$ cat src/rtl/ysyx_22050550_lsu_axi_gen2_if.sv
// ysyx_22050550_lsu_axi_gen2_if: request/response, D-cache and AXI4 bundle for the LSU
interface ysyx_22050550_lsu_axi_gen2_if #(
  parameter int XLEN = 64,
  parameter int AW = 64,
  parameter int TAG_W = 64
);
  localparam int NB = XLEN / 8;
  logic req_valid, req_ready, req_load, req_store;
  logic [AW-1:0] req_addr;
  logic [XLEN-1:0] req_wdata;
  logic [2:0] req_func3;
  logic [TAG_W-1:0] req_tag;
  logic resp_valid, resp_ready, resp_fault;
  logic [XLEN-1:0] resp_rdata;
  logic [TAG_W-1:0] resp_tag;
  logic cache_valid, cache_op, cache_dataok;
  logic [AW-1:0] cache_addr;
  logic [XLEN-1:0] cache_wdata, cache_rdata;
  logic [NB-1:0] cache_wmask;
  logic ar_valid, ar_ready;
  logic [AW-1:0] ar_addr;
  logic [2:0] ar_size;
  logic [7:0] ar_len;
  logic [1:0] ar_burst;
  logic r_valid, r_ready;
  logic [XLEN-1:0] r_data;
  logic [1:0] r_resp;
  logic aw_valid, aw_ready;
  logic [AW-1:0] aw_addr;
  logic [2:0] aw_size;
  logic [7:0] aw_len;
  logic [1:0] aw_burst;
  logic w_valid, w_ready, w_last;
  logic [XLEN-1:0] w_data;
  logic [NB-1:0] w_strb;
  logic b_valid, b_ready;
  logic [1:0] b_resp;
  modport master (
    input req_valid, req_load, req_store, req_addr, req_wdata, req_func3, req_tag, resp_ready,
    input cache_rdata, cache_dataok, ar_ready, r_valid, r_data, r_resp, aw_ready, w_ready,
    input b_valid, b_resp,
    output req_ready, resp_valid, resp_rdata, resp_tag, resp_fault,
    output cache_valid, cache_op, cache_addr, cache_wdata, cache_wmask,
    output ar_valid, ar_addr, ar_size, ar_len, ar_burst, r_ready,
    output aw_valid, aw_addr, aw_size, aw_len, aw_burst, w_valid, w_data, w_strb, w_last, b_ready
  );
  modport slave (
    output req_valid, req_load, req_store, req_addr, req_wdata, req_func3, req_tag, resp_ready,
    output cache_rdata, cache_dataok, ar_ready, r_valid, r_data, r_resp, aw_ready, w_ready,
    output b_valid, b_resp,
    input req_ready, resp_valid, resp_rdata, resp_tag, resp_fault,
    input cache_valid, cache_op, cache_addr, cache_wdata, cache_wmask,
    input ar_valid, ar_addr, ar_size, ar_len, ar_burst, r_ready,
    input aw_valid, aw_addr, aw_size, aw_len, aw_burst, w_valid, w_data, w_strb, w_last, b_ready
  );
endinterface

$ cat src/rtl/ysyx_22050550_lsu_axi_gen2.sv
// ysyx_22050550_lsu_axi_gen2: single-outstanding LSU, PMEM via D-cache, rest via AXI4; define LSU_MISALIGN_CHECK_EN to fault misaligned requests
module ysyx_22050550_lsu_axi_gen2 #(
  parameter int XLEN = 64,
  parameter int AW = 64,
  parameter int TAG_W = 64,
  parameter logic [AW-1:0] PMEM_BASE = AW'(64'h8000_0000),
  parameter logic [AW-1:0] PMEM_LIMIT = AW'(64'h8800_0000)
) (
  input logic clock,
  input logic reset,
  ysyx_22050550_lsu_axi_gen2_if.master bus
);
  localparam int NB = XLEN / 8;
  localparam int LW = $clog2(NB);
  localparam int XB = $clog2(XLEN);
  typedef enum logic [2:0] {IDLE, CACHE, AR, R, AWW, B, RESP} state_t;
  state_t state, state_n;
  logic [AW-1:0] addr_q;
  logic [XLEN-1:0] wdata_q, rdata_q, raw_in, sh, lmask, ld_ext;
  logic [2:0] func3_q;
  logic [TAG_W-1:0] tag_q;
  logic store_q, fault_q, aw_done, w_done, req_pmem, req_mis;
  logic [LW-1:0] off;
  logic [1:0] sz;
  logic [XB-1:0] sbit;
  assign off = addr_q[LW-1:0];
  assign sz = (32'(func3_q[1:0]) > LW) ? 2'(LW) : func3_q[1:0];
  assign sbit = XB'((8 << sz) - 1);
  assign req_pmem = bus.req_addr >= PMEM_BASE && bus.req_addr < PMEM_LIMIT;
`ifdef LSU_MISALIGN_CHECK_EN
  logic [LW-1:0] req_off;
  logic [1:0] req_sz;
  assign req_off = bus.req_addr[LW-1:0];
  assign req_sz = (32'(bus.req_func3[1:0]) > LW) ? 2'(LW) : bus.req_func3[1:0];
  // size-1 as a low-bit mask; wraps to all-ones for the full-word size
  assign req_mis = |(req_off & ((LW'(1) << req_sz) - LW'(1)));
`else
  assign req_mis = 1'b0;
`endif
  always_ff @(posedge clock) state <= reset ? IDLE : state_n;
  always_comb begin
    state_n = state;
    case (state)
      IDLE:  if (bus.req_valid) state_n = (!(bus.req_load | bus.req_store) || req_mis) ? RESP :
                                          req_pmem ? CACHE : bus.req_load ? AR : AWW;
      CACHE: if (bus.cache_dataok) state_n = RESP;
      AR:    if (bus.ar_ready) state_n = R;
      R:     if (bus.r_valid) state_n = RESP;
      AWW:   if ((aw_done | bus.aw_ready) & (w_done | bus.w_ready)) state_n = B;
      B:     if (bus.b_valid) state_n = RESP;
      RESP:  if (bus.resp_ready) state_n = IDLE;
      default: state_n = IDLE;
    endcase
  end
  always_comb begin
    bus.req_ready = state == IDLE;
    bus.cache_valid = state == CACHE;
    bus.ar_valid = state == AR;
    bus.r_ready = state == R;
    bus.aw_valid = state == AWW && !aw_done;
    bus.w_valid = state == AWW && !w_done;
    bus.b_ready = state == B;
    bus.resp_valid = state == RESP;
  end
  always_comb begin
    raw_in = state == CACHE ? bus.cache_rdata : bus.r_data;
    sh = raw_in >> {off, 3'b000};
    lmask = {XLEN{1'b1}} >> (XLEN - (8 << sz));
    ld_ext = (sh & lmask) | ((!func3_q[2] && sh[sbit]) ? ~lmask : '0);
  end
  always_ff @(posedge clock) begin
    if (reset) begin
      rdata_q <= '0;
      tag_q <= '0;
      fault_q <= 1'b0;
      aw_done <= 1'b0;
      w_done <= 1'b0;
    end else begin
      if (state == IDLE && bus.req_valid) begin
        addr_q <= bus.req_addr;
        wdata_q <= bus.req_wdata;
        func3_q <= bus.req_func3;
        tag_q <= bus.req_tag;
        store_q <= bus.req_store & ~bus.req_load;
        rdata_q <= '0;
        fault_q <= req_mis & (bus.req_load | bus.req_store);
        aw_done <= 1'b0;
        w_done <= 1'b0;
      end
      if (state == CACHE && bus.cache_dataok) rdata_q <= store_q ? '0 : ld_ext;
      if (state == R && bus.r_valid) begin
        rdata_q <= ld_ext;
        fault_q <= |bus.r_resp;
      end
      if (state == AWW) begin
        aw_done <= aw_done | bus.aw_ready;
        w_done <= w_done | bus.w_ready;
      end
      if (state == B && bus.b_valid) fault_q <= |bus.b_resp;
    end
  end
  assign bus.resp_rdata = rdata_q;
  assign bus.resp_tag = tag_q;
  assign bus.resp_fault = fault_q;
  assign bus.cache_op = store_q;
  assign bus.cache_addr = addr_q;
  assign bus.cache_wdata = wdata_q << {off, 3'b000};
  assign bus.cache_wmask = NB'((1 << (1 << sz)) - 1) << off;
  assign bus.ar_addr = addr_q;
  assign bus.ar_size = {1'b0, sz};
  assign bus.ar_len = 8'd0;
  assign bus.ar_burst = 2'b01;
  assign bus.aw_addr = addr_q;
  assign bus.aw_size = {1'b0, sz};
  assign bus.aw_len = 8'd0;
  assign bus.aw_burst = 2'b01;
  assign bus.w_data = bus.cache_wdata;
  assign bus.w_strb = bus.cache_wmask;
  assign bus.w_last = 1'b1;
endmodule

$ cat src/flat_wrapper.sv
// flat-port wrapper written by rule: the top's interface ports become plain ports
module ysyx_22050550_lsu_axi_gen2_flat 
#(
  parameter int XLEN = 64,
  parameter int AW = 64,
  parameter int TAG_W = 64,
  parameter logic [AW-1:0] PMEM_BASE = AW'(64'h8000_0000),
  parameter logic [AW-1:0] PMEM_LIMIT = AW'(64'h8800_0000)
)
  (clock, reset, bus_req_valid, bus_req_load, bus_req_store, bus_req_addr, bus_req_wdata, bus_req_func3, bus_req_tag, bus_resp_ready, bus_cache_rdata, bus_cache_dataok, bus_ar_ready, bus_r_valid, bus_r_data, bus_r_resp, bus_aw_ready, bus_w_ready, bus_b_valid, bus_b_resp, bus_req_ready, bus_resp_valid, bus_resp_rdata, bus_resp_tag, bus_resp_fault, bus_cache_valid, bus_cache_op, bus_cache_addr, bus_cache_wdata, bus_cache_wmask, bus_ar_valid, bus_ar_addr, bus_ar_size, bus_ar_len, bus_ar_burst, bus_r_ready, bus_aw_valid, bus_aw_addr, bus_aw_size, bus_aw_len, bus_aw_burst, bus_w_valid, bus_w_data, bus_w_strb, bus_w_last, bus_b_ready);
  ysyx_22050550_lsu_axi_gen2_if #(.XLEN(XLEN), .AW(AW), .TAG_W(TAG_W)) bus_i ();
  input logic clock;
  input logic reset;
  input wire logic [$bits(bus_i.req_valid)-1:0] bus_req_valid;
  input wire logic [$bits(bus_i.req_load)-1:0] bus_req_load;
  input wire logic [$bits(bus_i.req_store)-1:0] bus_req_store;
  input wire logic [$bits(bus_i.req_addr)-1:0] bus_req_addr;
  input wire logic [$bits(bus_i.req_wdata)-1:0] bus_req_wdata;
  input wire logic [$bits(bus_i.req_func3)-1:0] bus_req_func3;
  input wire logic [$bits(bus_i.req_tag)-1:0] bus_req_tag;
  input wire logic [$bits(bus_i.resp_ready)-1:0] bus_resp_ready;
  input wire logic [$bits(bus_i.cache_rdata)-1:0] bus_cache_rdata;
  input wire logic [$bits(bus_i.cache_dataok)-1:0] bus_cache_dataok;
  input wire logic [$bits(bus_i.ar_ready)-1:0] bus_ar_ready;
  input wire logic [$bits(bus_i.r_valid)-1:0] bus_r_valid;
  input wire logic [$bits(bus_i.r_data)-1:0] bus_r_data;
  input wire logic [$bits(bus_i.r_resp)-1:0] bus_r_resp;
  input wire logic [$bits(bus_i.aw_ready)-1:0] bus_aw_ready;
  input wire logic [$bits(bus_i.w_ready)-1:0] bus_w_ready;
  input wire logic [$bits(bus_i.b_valid)-1:0] bus_b_valid;
  input wire logic [$bits(bus_i.b_resp)-1:0] bus_b_resp;
  output wire logic [$bits(bus_i.req_ready)-1:0] bus_req_ready;
  output wire logic [$bits(bus_i.resp_valid)-1:0] bus_resp_valid;
  output wire logic [$bits(bus_i.resp_rdata)-1:0] bus_resp_rdata;
  output wire logic [$bits(bus_i.resp_tag)-1:0] bus_resp_tag;
  output wire logic [$bits(bus_i.resp_fault)-1:0] bus_resp_fault;
  output wire logic [$bits(bus_i.cache_valid)-1:0] bus_cache_valid;
  output wire logic [$bits(bus_i.cache_op)-1:0] bus_cache_op;
  output wire logic [$bits(bus_i.cache_addr)-1:0] bus_cache_addr;
  output wire logic [$bits(bus_i.cache_wdata)-1:0] bus_cache_wdata;
  output wire logic [$bits(bus_i.cache_wmask)-1:0] bus_cache_wmask;
  output wire logic [$bits(bus_i.ar_valid)-1:0] bus_ar_valid;
  output wire logic [$bits(bus_i.ar_addr)-1:0] bus_ar_addr;
  output wire logic [$bits(bus_i.ar_size)-1:0] bus_ar_size;
  output wire logic [$bits(bus_i.ar_len)-1:0] bus_ar_len;
  output wire logic [$bits(bus_i.ar_burst)-1:0] bus_ar_burst;
  output wire logic [$bits(bus_i.r_ready)-1:0] bus_r_ready;
  output wire logic [$bits(bus_i.aw_valid)-1:0] bus_aw_valid;
  output wire logic [$bits(bus_i.aw_addr)-1:0] bus_aw_addr;
  output wire logic [$bits(bus_i.aw_size)-1:0] bus_aw_size;
  output wire logic [$bits(bus_i.aw_len)-1:0] bus_aw_len;
  output wire logic [$bits(bus_i.aw_burst)-1:0] bus_aw_burst;
  output wire logic [$bits(bus_i.w_valid)-1:0] bus_w_valid;
  output wire logic [$bits(bus_i.w_data)-1:0] bus_w_data;
  output wire logic [$bits(bus_i.w_strb)-1:0] bus_w_strb;
  output wire logic [$bits(bus_i.w_last)-1:0] bus_w_last;
  output wire logic [$bits(bus_i.b_ready)-1:0] bus_b_ready;
  assign bus_i.req_valid = bus_req_valid;
  assign bus_i.req_load = bus_req_load;
  assign bus_i.req_store = bus_req_store;
  assign bus_i.req_addr = bus_req_addr;
  assign bus_i.req_wdata = bus_req_wdata;
  assign bus_i.req_func3 = bus_req_func3;
  assign bus_i.req_tag = bus_req_tag;
  assign bus_i.resp_ready = bus_resp_ready;
  assign bus_i.cache_rdata = bus_cache_rdata;
  assign bus_i.cache_dataok = bus_cache_dataok;
  assign bus_i.ar_ready = bus_ar_ready;
  assign bus_i.r_valid = bus_r_valid;
  assign bus_i.r_data = bus_r_data;
  assign bus_i.r_resp = bus_r_resp;
  assign bus_i.aw_ready = bus_aw_ready;
  assign bus_i.w_ready = bus_w_ready;
  assign bus_i.b_valid = bus_b_valid;
  assign bus_i.b_resp = bus_b_resp;
  assign bus_req_ready = bus_i.req_ready;
  assign bus_resp_valid = bus_i.resp_valid;
  assign bus_resp_rdata = bus_i.resp_rdata;
  assign bus_resp_tag = bus_i.resp_tag;
  assign bus_resp_fault = bus_i.resp_fault;
  assign bus_cache_valid = bus_i.cache_valid;
  assign bus_cache_op = bus_i.cache_op;
  assign bus_cache_addr = bus_i.cache_addr;
  assign bus_cache_wdata = bus_i.cache_wdata;
  assign bus_cache_wmask = bus_i.cache_wmask;
  assign bus_ar_valid = bus_i.ar_valid;
  assign bus_ar_addr = bus_i.ar_addr;
  assign bus_ar_size = bus_i.ar_size;
  assign bus_ar_len = bus_i.ar_len;
  assign bus_ar_burst = bus_i.ar_burst;
  assign bus_r_ready = bus_i.r_ready;
  assign bus_aw_valid = bus_i.aw_valid;
  assign bus_aw_addr = bus_i.aw_addr;
  assign bus_aw_size = bus_i.aw_size;
  assign bus_aw_len = bus_i.aw_len;
  assign bus_aw_burst = bus_i.aw_burst;
  assign bus_w_valid = bus_i.w_valid;
  assign bus_w_data = bus_i.w_data;
  assign bus_w_strb = bus_i.w_strb;
  assign bus_w_last = bus_i.w_last;
  assign bus_b_ready = bus_i.b_ready;
  ysyx_22050550_lsu_axi_gen2 #(.XLEN(XLEN), .AW(AW), .TAG_W(TAG_W), .PMEM_BASE(PMEM_BASE), .PMEM_LIMIT(PMEM_LIMIT)) u_core (.clock(clock), .reset(reset), .bus(bus_i));
endmodule
$ cat config.mk
export PLATFORM = sky130hd
export DESIGN_NAME = ysyx_22050550_lsu_axi_gen2_flat
export DESIGN_NICKNAME = d
export VERILOG_FILES = /design/src/rtl/ysyx_22050550_lsu_axi_gen2_if.sv /design/src/rtl/ysyx_22050550_lsu_axi_gen2.sv /design/src/flat_wrapper.sv
export SDC_FILE = /design/constraint.sdc
export NUM_CORES = 1
export LEC_CHECK = 0
export CAP_MARGIN = 20
export CORE_AREA = 2 2 330 332
export DETAILED_ROUTE_END_ITERATION = 10
export DIE_AREA = 0 0 332 334
export GPL_ROUTABILITY_DRIVEN = 0
export HOLD_SLACK_MARGIN = 0.03
export SLEW_MARGIN = 20
export SYNTH_ARGS = -nofsm -noshare
export SYNTH_HDL_FRONTEND = slang
export SYNTH_SLANG_ARGS = --single-unit
$ cat constraint.sdc
create_clock -name clock -period 8.5 [get_ports clock]
set_input_delay 2.125 -clock clock [delete_from_list [all_inputs] [get_ports clock]]
set_output_delay 2.125 -clock clock [all_outputs]
set_load 0.005 [all_outputs]
---- After elaboration in Yosys (flattened, before gate mapping) ----
Index checks and enable logic that the tools add are counted.
storage, ports and cells
  bits of input ports ..................... 339
  register bits after elaboration ......... 266
  output and inout bits ................... 501
cells by class
  shifts and indexed selects .............. 7
  eq/ne operators ......................... 13
  bitwise logic cells ..................... 10
  add/subtract/negate cells ............... 3
  order comparisons ....................... 3
  mux-type cells .......................... 24
  reduce and logical (&&, ||, !) cells .... 19
operators with widths
  kind                                                    number
  2-to-1 mux 64 bit                                       6
  AND 64 bit                                              1
  >= comparator 64 x 32 -> 1 bit (second input constant)  1
  < comparator 64 x 32 -> 1 bit (second input constant)   1
  inverter 64 bit                                         1
  bitwise OR 64 bit                                       1
  << shifter 64 x 6 -> 64 bit                             1
  right shift 64 x 32 -> 64 bit (first input constant)    1
  right shift 64 x 6 -> 64 bit                            1
  << shifter 1 x 2 -> 32 bit (first input constant)       1
  << shifter 1 x 32 -> 8 bit (first input constant)       1
  << shifter 4 x 2 -> 32 bit (first input constant)       1
  subtractor 8 x 32 -> 32 bit (first input constant)      1
  2-to-1 mux 3 bit                                        10
  one-hot mux 3 bit (7 select lines)                      1
  != test 2 bit (second input constant)                   6
  == test 3 bit (second input constant)                   3
  logical AND 1 bit                                       8
  << shifter 8 x 3 -> 8 bit                               1
  subtractor 8 x 2 -> 8 bit (second input constant)       1
  < comparator 6 x 7 -> 1 bit (second input constant)     1
  AND reduction 7 bit                                     1
  binary-select mux 1 bit (select 6 bit)                  1
  == test 3 x 2 -> 1 bit (second input constant)          2
  13 further kinds                                        26

---- Depth between registers and ports, before layout ----
Gate-level depths: netlist of run 1.
  depth in word-level cells ............... 11
  depth in mapped cells ................... 10
  depth with buffers taken out ............ 7

---- Worst setup path after synthesis of run 1 ----
No wires, ideal clock.
  path type ............................... input to register
  start point ............................. input port reset
  end point ............................... register u_core.addr_q[0], in the netlist u_core.bus.ar_addr[0] (enable)
  library setup time ...................... 0.626 ns
  buffers on the path ..................... 3
  arrival time ............................ 8.233 ns
  stages on the path ...................... 4
  path slack .............................. -0.359 ns
  cell sequence ........................... clkbuf_1 clkbuf_1 clkbuf_1 nor2_1
on the way
  cells in the longest elaborated chain, start to end .. 2
RTL lines
  element                        RTL line                          source
  from (decl)                    flat_wrapper.sv:13                input logic reset;
  inverter 1 bit (no line)       n/a
  AND reduction 2 bit (no line)  n/a
  to (signal assigned)           ysyx_22050550_lsu_axi_gen2.sv:80  addr_q <= bus.req_addr;
  to (decl)                      ysyx_22050550_lsu_axi_gen2.sv:18  logic [AW-1:0] addr_q;
No other way between the ends.
A chain may end at the register's enable or synchronous reset.

---- Worst setup path after layout of run 1 ----
  start point ............................. register u_core.addr_q[2], in the netlist u_core.bus.ar_addr[2]
  end point ............................... output port bus_cache_wmask[0]
on the way
  cells in the longest elaborated chain, start to end .. 1
RTL lines
  element                    RTL line                           source
  << shifter 8 x 3 -> 8 bit  ysyx_22050550_lsu_axi_gen2.sv:108  assign bus.cache_wmask = NB'((1 << (1 << sz)) - 1) << off;
  to (decl)                  flat_wrapper.sv:41                 output wire logic [$bits(bus_i.cache_wmask)-1:0] bus_cache_wmask;
No other way between the ends.

==> flow_summary_export.csv, run 1 <==
group,metric,value,unit
sta,max_freq,162.6,MHz
sta,fin_crit_sh,0.7234,
final_layout,nets,2447,
final_layout,regArea,6646,um2
hold_path,min_path_type,"reg -> reg",
synthesis,postSynthCellCount,1538,
routing,wl_per_cell,24.55,um
synthesis,synthTopCellsByArea,"edfxtp_1 27%, dfxtp_1 18%, buf_4 12%",
power,power_frac_clock,0.279,
run_status,status,"complete, no violations",
power,p_int,3.696,mW
final_layout,final_util,0.2251,
floorplan,start_util,0.1385,
routing,routed_wl,87.34,mm
sta,whs,452.2,ps
placement,dp.final_hpwl,71.88,mm
setup_path,cp.arrival,4020,ps
clock_tree,cts_buffers,37,
clock_tree,cts_buffer_depth,3,
floorplan,rows,121,
setup_path,critical_path_required,6380,ps
synthesis,synth.cell_area,14920,um2
setup_path,rr_endpoint,"u_core.bus.resp_rdata[0]$_SDFFE_PP0P_",
grt,grt_max_degree,68,
floorplan,pin_count,840,
sta,slew_viol_final,0,
routing,drtIter0Drc,903,
grt,use_met3,0.05706,
final_layout,syn_to_final_growth,62.59,%
grt,grt_pass1_wl,116.6,mm
synthesis,syn_area_per_cell,9.704,um2
setup_path,cp_max_fo,30,
setup_path,r2r_cells,9,
routing,via_per_inst,4.017,
placement,pre_cts_ws,2765,ps
final_layout,multi_input_area,6176,um2
final_layout,num-fill-cells,11720,
placement,dp_cells,3483,
routing,vias,14290,
sta,setup_viol,0,
setup_path,reg2reg_from,"u_core.state[0]$_SDFFE_PP0P_",
clock_tree,cts_max_level,2,
synthesis,ys_warn_count,0,
sta,setup_ws,2351,ps
grt,grt_util_met2,0.2364,
clock_tree,clk_latency,580,ps
final_layout,fin_cells,3558,
sta,finalHoldViolCount,0,
clock_tree,cts_tree,"yes",
grt,grt_pass1_vias,14000,
synthesis,post-synth-top-count-cell,"nand2_1",
grt,antenna_found_initial,24,
power,cellPowerDensity,239.4,nW/um2
synthesis,synth_edf_count,132,
grt,grt.met1_usage,0.1892,
power,switching_share,0.3636,
synthesis,synth-seq-cells,266,
clock_tree,cts_setup_buffers,0,
grt,grt_usage,0.1501,
sta,fin_skew,16.25,ps
setup_path,end_kind,"primary output",
power,irDropWorstVdd,0.1566,mV
grt,gr-total-overflow,0,
synthesis,ys_types,65,
floorplan,core,107800,um2
synthesis,async_flop_share,0,
floorplan,dieArea,110900,um2
sta,relSlewSlack,0.3180,
power,finalPower,5.808,mW
synthesis,yosysTopAreaCellShare,0.2656,
setup_path,start_kind,"flop",
synthesis,yosysSeqAreaShare,0.4453,
setup_path,worstSetupStartpoint,"u_core.bus.ar_addr[2]$_DFFE_PP_",
sta,finalSetupTns,0,ps
power,pwr-share-seq,0.297,
run,maxCapViolCount,0,
routing,first_pass_iters,5,
clock_tree,clock-sinks,266,
synthesis,synth_common_cells,"235 x nand2_1, 231 x buf_4, 134 x dfxtp_1, 132 x edfxtp_1, 127 x a21oi_1",
setup_path,critical_path_class,"reg -> out",
placement,placed_cell_area,23010,um2
sta,fin_crit,6149,ps
synthesis,synth_ff_type,"dfxtp_1",
sta,tightest_slew,1015,ps
clock_tree,clk_pin_slew,60,ps
grt,grt_busiest_layer,"met2",
final_layout,drive_above_1_share,0.08329,
routing,ant_nets,0,
floorplan,die_h,334,um
setup_path,crit_end,"bus_cache_wmask[0]",
floorplan,die_x,332,um
sta,rsz0062_at_grt,"no",
power,comb_power_share,0.424,
power,leakagePower,8.274,nW
final_layout,final_cell_area,24270,um2
routing,post-route-drc-count,0,
setup_path,reg2reg_slack,4070,ps
synthesis,synth_top_area_cell,"edfxtp_1",
clock_tree,cts_root_buffer,"clkbuf_16",
placement,portBuffers,816,
clock_tree,cts-resized-gates,0,
power,p_switching,2.112,mW
hold_path,min_path_cells,2,
clock_tree,hold_buffers,0,
metal layers:
metal	up-vias	wire length, um
li1	6463	-
met1	6955	37140
met2	751	39070
met3	101	8763
met4	22	2225
met5	-	143
state kept, by name, summed over array words and instances, names as in the netlist:
name                   flops
u_core.bus.ar_addr        64
u_core.bus.resp_rdata     64
u_core.bus.resp_tag       64
u_core.wdata_q            64
u_core.func3_q             3
u_core.state               3
u_core.aw_done             1
u_core.bus.cache_op        1
u_core.bus.resp_fault      1
u_core.w_done              1
cell type report:
type	instances	share of cell area
repair buffers	843	0.3448
flip-flops and latches	266	0.2739
multi-input cells	948	0.2545
well taps	1414	0.07291
clock buffers	50	0.04357
clock inverters	18	0.007631
inverters	12	0.001908
diodes	7	0.0007219
power groups by stage:
stage / registers [mW] / clock network, mW / logic [mW]
3_5_place_dp: 1.75 / 0 / 2.48
3_3_place_gp: 1.75 / 0 / 2.47
5_1_grt: 1.75 / 1.72 / 2.63
4_1_cts: 1.73 / 1.68 / 2.49
2_1_floorplan: 1.71 / 0 / 1.24
6_report: 1.73 / 1.62 / 2.46
critical path, cell delays in order (launching register included):
cell             delay (ps)
edfxtp_1                350
buf_4                   250
inv_2                   390
buf_4                   440
nand2_1                 700
nor2_1                  570
clkdlybuf4s50_1         710
cell families after synthesis:
group / Yosys count / synth area share
AO/OA/AOI/OAI: 339 / 0.1486
XOR/XNOR: 1 / 0.0005870
buffers and inverters: 345 / 0.1480
flip-flops: 266 / 0.4453
multiplexers: 148 / 0.1280
other: 2 / 0.0005032
AND/OR/NAND/NOR: 437 / 0.1290
how the worst min path moves through the flow:
stage	startpoint	to	slack, ps
final	u_core.bus.resp_tag[16]$_SDFFE_PP0P_	u_core.bus.resp_tag[16]$_SDFFE_PP0P_	450
after global routing	u_core.bus.resp_tag[48]$_SDFFE_PP0P_	u_core.bus.resp_tag[48]$_SDFFE_PP0P_	470
after CTS	u_core.bus.resp_tag[16]$_SDFFE_PP0P_	u_core.bus.resp_tag[16]$_SDFFE_PP0P_	450
after detailed placement	u_core.bus.resp_tag[19]$_SDFFE_PP0P_	u_core.bus.resp_tag[19]$_SDFFE_PP0P_	450
after global placement	u_core.bus.resp_tag[33]$_SDFFE_PP0P_	u_core.bus.resp_tag[33]$_SDFFE_PP0P_	440
after floorplan	u_core.bus.resp_rdata[15]$_SDFFE_PP0P_	u_core.bus.resp_rdata[15]$_SDFFE_PP0P_	450
placed cells by master, fill, tap and decap left out, drive strengths merged, types with 31 or more instances in the layout:
master	instances
a21oi	127
clkbuf	50
clkdlybuf4s50	815
dfxtp	134
edfxtp	132
mux2	33
mux2i	84
mux4	31
nand2	236
nor2	81
o21ai	64
Note: power is estimated with default switching activity, not from simulation.
==> run 2: changes to the inputs <==
- clock period: 8.5 -> 5.61 ns (I/O delays scaled with it)
==> flow_summary_export.csv, run 2 (synthesized netlist as in run 1, its figures left out) <==
group,metric,value,unit
grt,grt_max_degree,96,
setup_path,critical_path_class,"reg -> out",
setup_path,end_kind,"primary output",
final_layout,layout_common_cells,"815 x clkdlybuf4s50_1, 234 x nand2_1, 134 x dfxtp_1",
sta,rsz0062_at_grt,"no",
placement,portBuffers,816,
placement,dp.final_hpwl,72.55,mm
grt,grt_pass1_vias,14060,
grt,grt_util_met2,0.2322,
floorplan,pin_count,840,
hold_path,min_path_type,"reg -> reg",
setup_path,crit_chain,"buf_12, buf_4, mux2i_1, a21oi_1, nand2_1, o21ai_0, clkdlybuf4s50_1",
routing,post-route-drc-count,0,
power,irDropWorstVdd,0.2016,mV
run_status,status,"complete, no violations",
sta,fin_skew,33.66,ps
sta,whs,455.1,ps
floorplan,die_x,332,um
sta,relSlewSlack,0.2890,
setup_path,start_kind,"flop",
routing,wl_per_cell,24.78,um
final_layout,drive_above_1_share,0.08815,
setup_path,cp.arrival,3480,ps
sta,setup_viol,0,
grt,gr-total-overflow,0,
routing,first_pass_iters,5,
grt,grt_usage,0.1519,
grt,grt.met1_usage,0.1896,
clock_tree,cts_tree,"yes",
final_layout,syn_to_final_growth,63.74,%
clock_tree,cts_max_level,2,
power,finalPower,8.906,mW
final_layout,nets,2455,
clock_tree,cts-resized-gates,0,
clock_tree,clk_latency,590,ps
routing,via_per_inst,4.065,
clock_tree,clk_pin_slew,60,ps
final_layout,regArea,6646,um2
clock_tree,cts_buffer_depth,3,
sta,finalSetupTns,0,ps
sta,max_freq,204.8,MHz
routing,routed_wl,88.38,mm
setup_path,cp_max_fo,30,
floorplan,dieArea,110900,um2
clock_tree,cts_root_buffer,"clkbuf_16",
power,cellPowerDensity,364.4,nW/um2
floorplan,core,107800,um2
sta,slew_viol_final,0,
routing,drtIter0Drc,963,
clock_tree,cts_setup_buffers,0,
sta,finalHoldViolCount,0,
sta,tightest_slew,1067,ps
setup_path,critical_path_required,4210,ps
floorplan,rows,121,
grt,grt_pass1_wl,118.4,mm
final_layout,num-fill-cells,11670,
clock_tree,clock-sinks,266,
final_layout,multi_input_area,6190,um2
setup_path,cp_slowest_cell,"edfxtp_1",
setup_path,critPathBufInv,3,
clock_tree,hold_buffers,0,
routing,ant_nets,0,
setup_path,cp_top_family,"buffers and inverters",
floorplan,start_util,0.1385,
final_layout,final_util,0.2267,
sta,fin_crit,4882,ps
final_layout,final_common_cell,"clkdlybuf4s50_1",
floorplan,die_h,334,um
grt,grt_busiest_layer,"met2",
power,leakagePower,8.346,nW
run,maxCapViolCount,0,
grt,antenna_found_initial,35,
routing,vias,14500,
sta,fin_crit_sh,0.8703,
setup_path,cp_slowest_stage_delay,750,ps
clock_tree,cts_buffers,37,
grt,use_met3,0.07028,
[run 2: cell types whose count changed in the layout (fill, tap and decap cells not counted), sizes merged]
cell	before	now
buf	28	36
clkbuf	50	46
bufinv	3	5
clkinvlp	2	4
diode	7	8
inv	15	14
[run 2: final cells by class]
cell class,count,area share
inverters,12,0.001946
diodes,8,0.0008192
repair buffers,851,0.3469
clock buffers,46,0.04224
multi-input cells,948,0.2533
flip-flops and latches,266,0.2720
clock inverters,21,0.01039
well taps,1414,0.07240
[run 2: report_power, final]
group | switching [mW] | total [mW] | internal (mW) | leakage, nW
registers | 0.273 | 2.65 | 2.38 | 2.30
clock network | 1.00 | 2.55 | 1.54 | 0.621
logic | 1.93 | 3.71 | 1.78 | 5.42
total | 3.20 | 8.91 | 5.70 | 8.35
[run 2: worst register-to-register path, stage by stage (launching register included)]
cell      delay (ps)
dfxtp_1          630
or3b_2           530
clkinv_2         560
buf_4            540
mux4_2           600
mux2i_1          460
nand2_1          110
a32o_1           250
[run 2: final timing paths]
path                                           end                            startpoint  slack (ps)  cells after the start
max                            bus_cache_wdata[59]       u_core.bus.ar_addr[0]$_DFFE_PP_         730                      7
min           u_core.bus.resp_tag[18]$_SDFFE_PP0P_  u_core.bus.resp_tag[18]$_SDFFE_PP0P_         460                      2
max reg2reg  u_core.bus.resp_rdata[0]$_SDFFE_PP0P_          u_core.state[0]$_SDFFE_PP0P_        1830                      7
min reg2reg   u_core.bus.resp_tag[18]$_SDFFE_PP0P_  u_core.bus.resp_tag[18]$_SDFFE_PP0P_         460                      2
[run 2: stage by stage]
step / instance area (um2) / worst slack [ps] / std cells
3_3_place_gp: 23120 / 1398 / 3491
6_report: 24440 / 727.7 / 3566
5_1_grt: 24420 / 595.0 / 3560
3_5_place_dp: 23120 / 1368 / 3491
2_1_floorplan: 15010 / 1179 / 1559
4_1_cts: 24410 / 729.2 / 3558
[run 2: per-layer routing]
metal | vias to the layer above | wire (um)
met5 | - | 326
met1 | 7083 | 37210
li1 | 6491 | -
met3 | 135 | 9941
met4 | 52 | 2161
met2 | 734 | 38740
